File: config.mk
export PLATFORM = sky130hd
export DESIGN_NAME = fe_branch_predictor
export DESIGN_NICKNAME = d
export VERILOG_FILES = /design/src/rtl/bp_pkg.sv /design/src/rtl/bp_sat_counter.sv /design/src/rtl/fe_branch_predictor.sv
export SDC_FILE = /design/constraint.sdc
export NUM_CORES = 2
export LEC_CHECK = 0
export CORE_UTILIZATION = 35
export CTS_CLUSTER_SIZE = 25
export DETAILED_ROUTE_END_ITERATION = 10
export PLACE_DENSITY = 0.59
export SETUP_SLACK_MARGIN = 0.3
export SLEW_MARGIN = 20
export SYNTH_ARGS = -nofsm -noshare
export SYNTH_HDL_FRONTEND = slang
export SYNTH_SLANG_ARGS = --single-unit
File: constraint.sdc
create_clock -name clk -period 27.7 [get_ports clk]
set_input_delay 4.155 -clock clk [delete_from_list [all_inputs] [get_ports clk]]
set_output_delay 4.155 -clock clk [all_outputs]
set_load 0.01 [all_outputs]
File: src/rtl/bp_pkg.sv
// Shared types and constants for the fetch-side branch predictor.
package bp_pkg;

   // Default widths
   localparam int DBITS          = 32;
   localparam int PT_INDEX_BITS  = 8;
   localparam int BHR_BITS       = PT_INDEX_BITS;
   localparam int BTB_INDEX_BITS = 4;
   localparam int TAG_BITS       = DBITS - BTB_INDEX_BITS - 2;

   localparam int PT_ENTRIES     = 1 << PT_INDEX_BITS;
   localparam int BTB_ENTRIES    = 1 << BTB_INDEX_BITS;

   // Table sweep / normal operation
   typedef enum logic {
      INIT = 1'b0,
      RUN  = 1'b1
   } bp_state_e;

   // 2-bit direction counter encoding; MSB set means "predict taken"
   localparam logic [1:0] SNT = 2'd0;
   localparam logic [1:0] WNT = 2'd1;
   localparam logic [1:0] WT  = 2'd2;
   localparam logic [1:0] ST  = 2'd3;

   // One BTB line
   typedef struct packed {
      logic                valid;
      logic [TAG_BITS-1:0] tag;
      logic [DBITS-1:0]    target;
   } btb_entry_t;

endpackage

File: src/rtl/bp_sat_counter.sv
// Combinational next-state function of a 2-bit saturating direction counter.
module bp_sat_counter
   import bp_pkg::*;
(
   input  logic [1:0] cnt_i,
   input  logic       taken_i,
   output logic [1:0] cnt_o
);

   // Step toward ST on taken, toward SNT on not-taken, holding at either end
   always_comb begin
      cnt_o = cnt_i;
      case (cnt_i)
         SNT:     cnt_o = taken_i ? WNT : SNT;
         WNT:     cnt_o = taken_i ? WT  : SNT;
         WT:      cnt_o = taken_i ? ST  : WNT;
         ST:      cnt_o = taken_i ? ST  : WT;
         default: cnt_o = cnt_i;
      endcase
   end

endmodule

File: src/rtl/fe_branch_predictor.sv
// Fetch-side gshare direction predictor with a direct-mapped BTB.
// Lookup is combinational from fetch_pc; training arrives from AGEX with the
// indices that were produced at fetch time. After reset a sweep initialises
// every table entry, one per cycle, while busy is held high.
module fe_branch_predictor
   import bp_pkg::*;
(
   input  logic                      clk,
   input  logic                      reset,
   input  logic [DBITS-1:0]          fetch_pc,
   output logic                      pred_taken,
   output logic [DBITS-1:0]          pred_target,
   output logic                      btb_hit,
   output logic [PT_INDEX_BITS-1:0]  pt_idx,
   output logic [BTB_INDEX_BITS-1:0] btb_idx,
   output logic                      busy,
   input  logic                      upd_valid,
   input  logic                      upd_is_branch,
   input  logic                      upd_taken,
   input  logic [DBITS-1:0]          upd_pc,
   input  logic [DBITS-1:0]          upd_target,
   input  logic [PT_INDEX_BITS-1:0]  upd_pt_idx,
   input  logic [BTB_INDEX_BITS-1:0] upd_btb_idx
);

   // Control state
   bp_state_e                 state_q, state_d;
   logic [PT_INDEX_BITS-1:0]  cnt_q, cnt_d;
   logic [BHR_BITS-1:0]       bhr_q, bhr_d;

   // Tables: no reset, initialised by the sweep instead
   logic [1:0]                pt_q  [PT_ENTRIES];
   btb_entry_t                btb_q [BTB_ENTRIES];

   // Single write port per table, shared between sweep and training
   logic                      pt_we;
   logic [PT_INDEX_BITS-1:0]  pt_waddr;
   logic [1:0]                pt_wdata;
   logic                      btb_we;
   logic [BTB_INDEX_BITS-1:0] btb_waddr;
   btb_entry_t                btb_wdata;

   logic                      upd_fire;
   logic [1:0]                upd_cnt_cur;
   logic [1:0]                upd_cnt_nxt;
   btb_entry_t                lookup_entry;
   logic [TAG_BITS-1:0]       lookup_tag;

   // Low PC bits carry no information for indexing or tagging
   logic                      unused_pc_bits;
   assign unused_pc_bits = ^{fetch_pc[1:0], upd_pc[BTB_INDEX_BITS+1:0]};

   assign upd_fire    = upd_valid & upd_is_branch;
   assign upd_cnt_cur = pt_q[upd_pt_idx];

   bp_sat_counter u_sat_counter (
      .cnt_i   (upd_cnt_cur),
      .taken_i (upd_taken),
      .cnt_o   (upd_cnt_nxt)
   );

   // ------------------------------------------------------------------
   // Lookup path (zero latency, asynchronous table reads)
   // ------------------------------------------------------------------
   assign pt_idx       = fetch_pc[PT_INDEX_BITS+1:2] ^ bhr_q;
   assign btb_idx      = fetch_pc[BTB_INDEX_BITS+1:2];
   assign lookup_tag   = fetch_pc[DBITS-1:BTB_INDEX_BITS+2];
   assign lookup_entry = btb_q[btb_idx];

   // Table contents are meaningless until the sweep completes, so a hit is
   // only reported in RUN.
   assign btb_hit     = (state_q == RUN) & lookup_entry.valid &
                        (lookup_entry.tag == lookup_tag);
   assign pred_target = btb_hit ? lookup_entry.target : '0;
   assign pred_taken  = (state_q == RUN) & btb_hit & pt_q[pt_idx][1];
   assign busy        = (state_q == INIT);

   // ------------------------------------------------------------------
   // Control
   // ------------------------------------------------------------------

   // Next-state: sweep progress, history shift, and table write selection
   always_comb begin
      state_d          = state_q;
      cnt_d            = cnt_q;
      bhr_d            = bhr_q;
      pt_we            = 1'b0;
      pt_waddr         = upd_pt_idx;
      pt_wdata         = upd_cnt_nxt;
      btb_we           = 1'b0;
      btb_waddr        = upd_btb_idx;
      btb_wdata.valid  = 1'b1;
      btb_wdata.tag    = upd_pc[DBITS-1:BTB_INDEX_BITS+2];
      btb_wdata.target = upd_target;
      case (state_q)
         INIT: begin
            pt_we    = 1'b1;
            pt_waddr = cnt_q;
            pt_wdata = WNT;
            // BTB is smaller than the PT; only the first entries get cleared
            if (cnt_q < PT_INDEX_BITS'(BTB_ENTRIES)) begin
               btb_we    = 1'b1;
               btb_waddr = cnt_q[BTB_INDEX_BITS-1:0];
               btb_wdata = '0;
            end
            cnt_d = cnt_q + PT_INDEX_BITS'(1);
            if (cnt_q == PT_INDEX_BITS'(PT_ENTRIES - 1)) begin
               state_d = RUN;
            end
         end
         RUN: begin
            if (upd_fire) begin
               pt_we  = 1'b1;
               bhr_d  = {bhr_q[BHR_BITS-2:0], upd_taken};
               // Not-taken outcomes never allocate or modify the BTB
               btb_we = upd_taken;
            end
         end
         default: begin
            state_d = INIT;
         end
      endcase
   end

   // Control registers with asynchronous active-low reset
   always_ff @(posedge clk or negedge reset) begin
      if (!reset) begin
         state_q <= INIT;
         cnt_q   <= '0;
         bhr_q   <= '0;
      end else begin
         state_q <= state_d;
         cnt_q   <= cnt_d;
         bhr_q   <= bhr_d;
      end
   end

   // Pattern table write port
   always_ff @(posedge clk) begin
      if (pt_we) begin
         pt_q[pt_waddr] <= pt_wdata;
      end
   end

   // BTB write port
   always_ff @(posedge clk) begin
      if (btb_we) begin
         btb_q[btb_waddr] <= btb_wdata;
      end
   end

endmodule
Word level (Yosys, flattened, before mapping). Memories as Yosys holds them, arrays and structs flattened. Cells that the tools add are included. Widths: inputs -> output; s select.

Add/sub/neg operators: 1. $lt $le $gt $ge: 1. Equality and inequality tests: 5. Mux-type cells: 23. Bitwise gates (word level): 7. Reductions and logical operators: 2.

Operators with widths (number): $mux 59 (2); $mux 32 (1); $eq 26x26->1 (1); $mux 1 (11); $add 8x1->8 const B (1); $eq 8x8->1 const B (1); $lt 8x5->1 const B (1); $mux 4 (2); $mux 8 (1); $pmux 2 s4 (1); $xor 8x8->8 (1); $mux 2 (3); $and 1x1->1 (5); $eq 2x2->1 const B (2); $pmux 1 s2 (2); $eq 2x1->1 const B (1); $logic_not 2->1 (1); $reduce_and 2->1 (1); $not 1->1 (1).

Register bits: 17. Bits in writable memories: 1456. Input port bits: 113. Output and inout bits: 47. Word-level logic and storage cells: 44. Memories kept: 2.

Memories: btb_q (words 16, bits a word 59, read ports 1, clocked after Yosys merged registers in 0, wr ports 1, RTL line fe_branch_predictor.sv:33) `btb_entry_t btb_q [BTB_ENTRIES];`; pt_q (words 256, bits a word 2, read ports 2, clocked after Yosys merged registers in 0, wr ports 1, RTL line fe_branch_predictor.sv:32) `logic [1:0] pt_q [PT_ENTRIES];`.

Logic depth before layout (Yosys ltp).
Word-level depth: 5. Depth in mapped cells: 16. Depth with buffers taken out: 9.

Modules after synthesis. From an unflattened synthesis, not the netlist that was laid out.

Cell total of the unflattened synthesis: 2860. Area, all modules: 60201.5 um2.

By module, submodules not included: fe_branch_predictor (times used 1, cells each 2857, area each 60175.2 um2, sequential area each 44147.3 um2); bp_sat_counter (times used 1, cells each 3, area each 26.3 um2, sequential area each 0.0 um2).

Worst setup path after synthesis. Ideal clock, no wire load.

Path type: input-to-reg. Start point: input port upd_pt_idx[0]. End point: memory pt_q[0][1], data pin. Library setup time: 2241 ps. Data arrival time: 16815 ps. Data required time: 25459 ps. Setup slack: 8644 ps. Cell stages on the path: 10. Buffers on the path: 6. Path through: buf_2 > buf_4 > buf_4 > buf_4 > buf_2 > buf_2 > a311oi_1 > o311a_1 > or4_1 > o31ai_1.

Word-level cells in the longest chain between the ends: 4. Elaborated cells between the ends (all ways): 7. Classes of those cells: eq/ne (3); mux (2); reduce/logical (1); memory (1).

Ends and longest elaborated chain: start, declared (RTL line fe_branch_predictor.sv:22) `input logic [PT_INDEX_BITS-1:0] upd_pt_idx,`; $mem_v2 256x2 *; $eq 2x2->1 (tied with other cells) (RTL line bp_sat_counter.sv:13) `case (cnt_i)`; $pmux 2 s4 * (RTL line bp_sat_counter.sv:13); $mux 2 * (RTL line fe_branch_predictor.sv:95) `case (state_q)`; net pt_wdata[1] (RTL line fe_branch_predictor.sv:38) `logic [1:0] pt_wdata;`; end, declared (RTL line fe_branch_predictor.sv:32).

Mark *: on every way through the listed nets, which the timed path passes. The rest lies on a longest branch.

Worst setup path after layout.
Start point: input port fetch_pc[2]. End point: output port pred_taken.

Word-level cells in the longest chain between the ends: 5. Elaborated cells between the ends (all ways): 8. Classes of those cells: eq/ne (1); bitwise (5); memory (2).

Ends and longest elaborated chain: start, declared (RTL line fe_branch_predictor.sv:10) `input logic [DBITS-1:0] fetch_pc,`; $mem_v2 16x59; $eq 26x26->1 / $and 1x1->1 (equally long branches) (RTL line fe_branch_predictor.sv:73, fe_branch_predictor.sv:72); $and 1x1->1 (RTL line fe_branch_predictor.sv:72) `assign btb_hit = (state_q == RUN) & lookup_entry.valid &`; $and 1x1->1 (RTL line fe_branch_predictor.sv:75) `assign pred_taken = (state_q == RUN) & btb_hit & pt_q[pt_idx][1];`; $and 1x1->1 * (RTL line fe_branch_predictor.sv:75); end, declared (RTL line fe_branch_predictor.sv:11) `output logic pred_taken,`.

Every way passes the cells marked *; elsewhere a longest branch is shown, timed or not.

==> impl_metrics.py <==
metrics = {
    "run_status": {
        "outcome": "finished, final reports clean",
    },
    "yosys": {
        "ys.flop_type": "edfxtp_1",
        "synth_top_area_share_pct": 71.9,
        "yosys_warnings": 0,
        "seq_area_frac_synth_pct": 72.6,
        "netlist_area_um2": 60800,
        "netlist_top_cells_count": "edfxtp_1, mux4_2, nor2_1, mux2i_1, nand2_1",
        "synth_area_leaders": "edfxtp_1, mux4_2, mux2i_1",
        "synth_edf_count": 1456,
        "synth.most_common_cell": "edfxtp_1",
        "yosys.cell_types.count": 61,
        "syn_avg_cell_area_um2": 19.5,
        "synth_top_area_cell": "edfxtp_1",
        "ys_async_sr_fraction_pct": 1.15,
        "netlist_instances": 3122,
        "ys_seq_elements": 1473,
        "synth_fp_nets": 3236,
    },
    "worst_setup_path": {
        "start_kind": "input port",
        "cp-end-kind": "primary output",
        "required_ns": 23.55,
        "worstPathArrival_ns": 9.74,
        "critical_path_class": "input port to primary output",
        "critPathMaxFanout": 96,
    },
    "grt": {
        "grt_usage_pct": 18.0,
        "grt_pass1_wl_mm": 228,
        "grt_pass1_vias": 32433,
        "antenna_found_initial": 12,
        "grt-ovfl-total": 0,
        "grt_max_degree": 135,
    },
    "final_layout": {
        "nFillCells": 15221,
        "layout-drive-gt1-share_pct": 22.2,
        "area_growth_pct": 15.4,
        "finish.instance_area_um2": 70200,
        "final_nets": 3424,
    },
    "detailed_routing": {
        "wl_met2_mm": 79.0,
        "highest_layer": "met5",
        "wl_met1_mm": 63.5,
        "wl_mm": 157,
        "drc": 0,
        "routed_via_density": 5.46,
        "dr.pass1.iters": 5,
        "num_vias": 31390,
        "ant_nets": 0,
        "met3_length_mm": 10.7,
        "drt_iter0_drc": 2887,
        "wl_per_cell_um": 27.3,
    },
    "cts": {
        "clock_latency_ns": 0.80,
        "cts_buffers": 155,
        "cts_resized": 0,
        "cts_tree": "built",
        "cts.sinks": 1473,
        "holdBufCountCts": 0,
        "htree_levels": 4,
        "clk_pin_slew_ns": 0.06,
        "clockBufferDepth": 3,
        "postCtsSetupBuffers": 0,
        "cts_root_buffer": "clkbuf_16",
    },
    "die": {
        "rows": 152,
        "die_y_um": 419,
        "dieWidth_um": 419,
        "design.die.area_um2": 175000,
        "start_util_pct": 35.3,
        "ios": 160,
        "core_um2": 172000,
    },
    "timing": {
        "maxSlewViolCount": 0,
        "slew_headroom_pct": 17.4,
        "fmax_mhz": 72.0,
        "finalSetupViolCount": 0,
        "hold_viol_final": 0,
        "skew_ns": 0.0408,
        "grt_setup_unrepaired": "no",
        "fin_crit_sh_pct": 50.2,
        "tns_ns": 0,
        "period_minus_slack_ns": 13.90,
        "worst_pin_slew_ns": 1.24,
    },
    "power_and_ir_drop": {
        "peakVddDrop_v": 0.0000635,
        "p_leak_nw": 21.7,
        "p_per_area_nw_per_um2": 67.7,
    },
    "hold_path": {
        "hold_class": "flip-flop to flip-flop",
    },
    "flow_run": {
        "drv_cap": 0,
    },
    "placement": {
        "dpl_cell_area_um2": 65000,
        "portBuffers": 151,
        "dpl.hpwl_mm": 87.8,
        "routabilityCongestion": 0.846,
    },
}
## flip-flops by register name (all words and copies together), names as in the netlist
signal / flops
cnt_q: 8
state_q: 1
pt_q: 512
bhr_q: 8
btb_q: 944
## metrics by stage
step	power, mW	util (%)	setup slack, ns	hold slack, ns	std cells
after global placement	2.70	37.8	13.31	0.497	5463
after CTS	4.79	40.8	13.43	0.514	5751
after global routing	4.88	40.8	13.21	0.541	5752
after detailed placement	2.70	37.8	13.43	0.501	5463
after floorplan	2.62	-	8.64	0.467	3122
final	4.75	40.8	13.80	0.504	5753
## cells by family after synthesis
family | count (synthesis) | share of synthesized area (%)
buffers and inverters | 209 | 1.66
AO/OA/AOI/OAI | 198 | 2.38
adder cells (fa/ha/maj) | 1 | 0.0206
XOR/XNOR | 36 | 0.550
AND/OR/NAND/NOR | 624 | 4.61
multiplexers | 581 | 18.1
flip-flops | 1473 | 72.6
## power breakdown
group	internal [mW]	switching (mW)	total (mW)
logic	0.0949	0.124	0.219
registers	2.43	0	2.43
clock network	1.21	0.889	2.10
total	3.74	1.01	4.75
## layout by cell type (no fill, tap or decap), types with 14 or more instances in the layout
cell	instances
nor2b_1	43
mux2i_1	145
clkdlybuf4s50_1	143
xnor2_1	21
nand2_1	115
o21ai_0	25
o22ai_1	22
o221ai_1	17
and2_1	61
edfxtp_1	1456
mux4_2	414
and3_1	14
clkbuf_16	157
clkinv_2	24
mux2_2	22
a211oi_1	14
inv_1	14
a21oi_1	21
buf_4	71
bufinv_16	16
dfrtp_1	17
clkbuf_1	36
a22oi_1	14
nor2_1	306
clkinv_1	34
## critical path, stage by stage
cell	delay [ns]
buf_8	0.51
buf_12	0.52
xor2_4	0.18
buf_4	0.69
buf_4	0.76
mux4_2	0.65
a22oi_1	0.22
nand2_1	0.11
a221o_1	0.35
or3_1	0.31
nand3_1	0.20
a21oi_1	0.15
clkdlybuf4s50_1	0.52
## final cells by class
type	count	area, µm²	area share [%]
clock buffer	194	4080	5.81
clock inverter	94	1070	1.52
sequential	1473	44100	62.9
timing repair buffer	225	2110	3.01
inverter	15	56.3	0.0803
antenna	2	5.00	0.00713
multi-input combinational	1440	15800	22.5
tap	2310	2890	4.12
## worst paths after layout
path	startpoint	to	slack, ns	depth (start not counted)
min reg2reg	bhr_q[7]	bhr_q[7]	0.50	2
min in group asynchronous	reset	bhr_q[6]	3.83	1
max	fetch_pc[2]	pred_taken	13.80	13
max in group asynchronous	reset	cnt_q[6]	23.36	1
min	bhr_q[7]	bhr_q[7]	0.50	2
max reg2reg	state_q	btb_q[5][52]	22.47	7
## layer usage
layer	track usage, %	up-vias
li1	-	13178
met1	23.5	16750
met2	30.5	1197
met3	3.13	259
met4	5.41	6
met5	0	-
No activity file was read; power rests on OpenSTA's default activity.
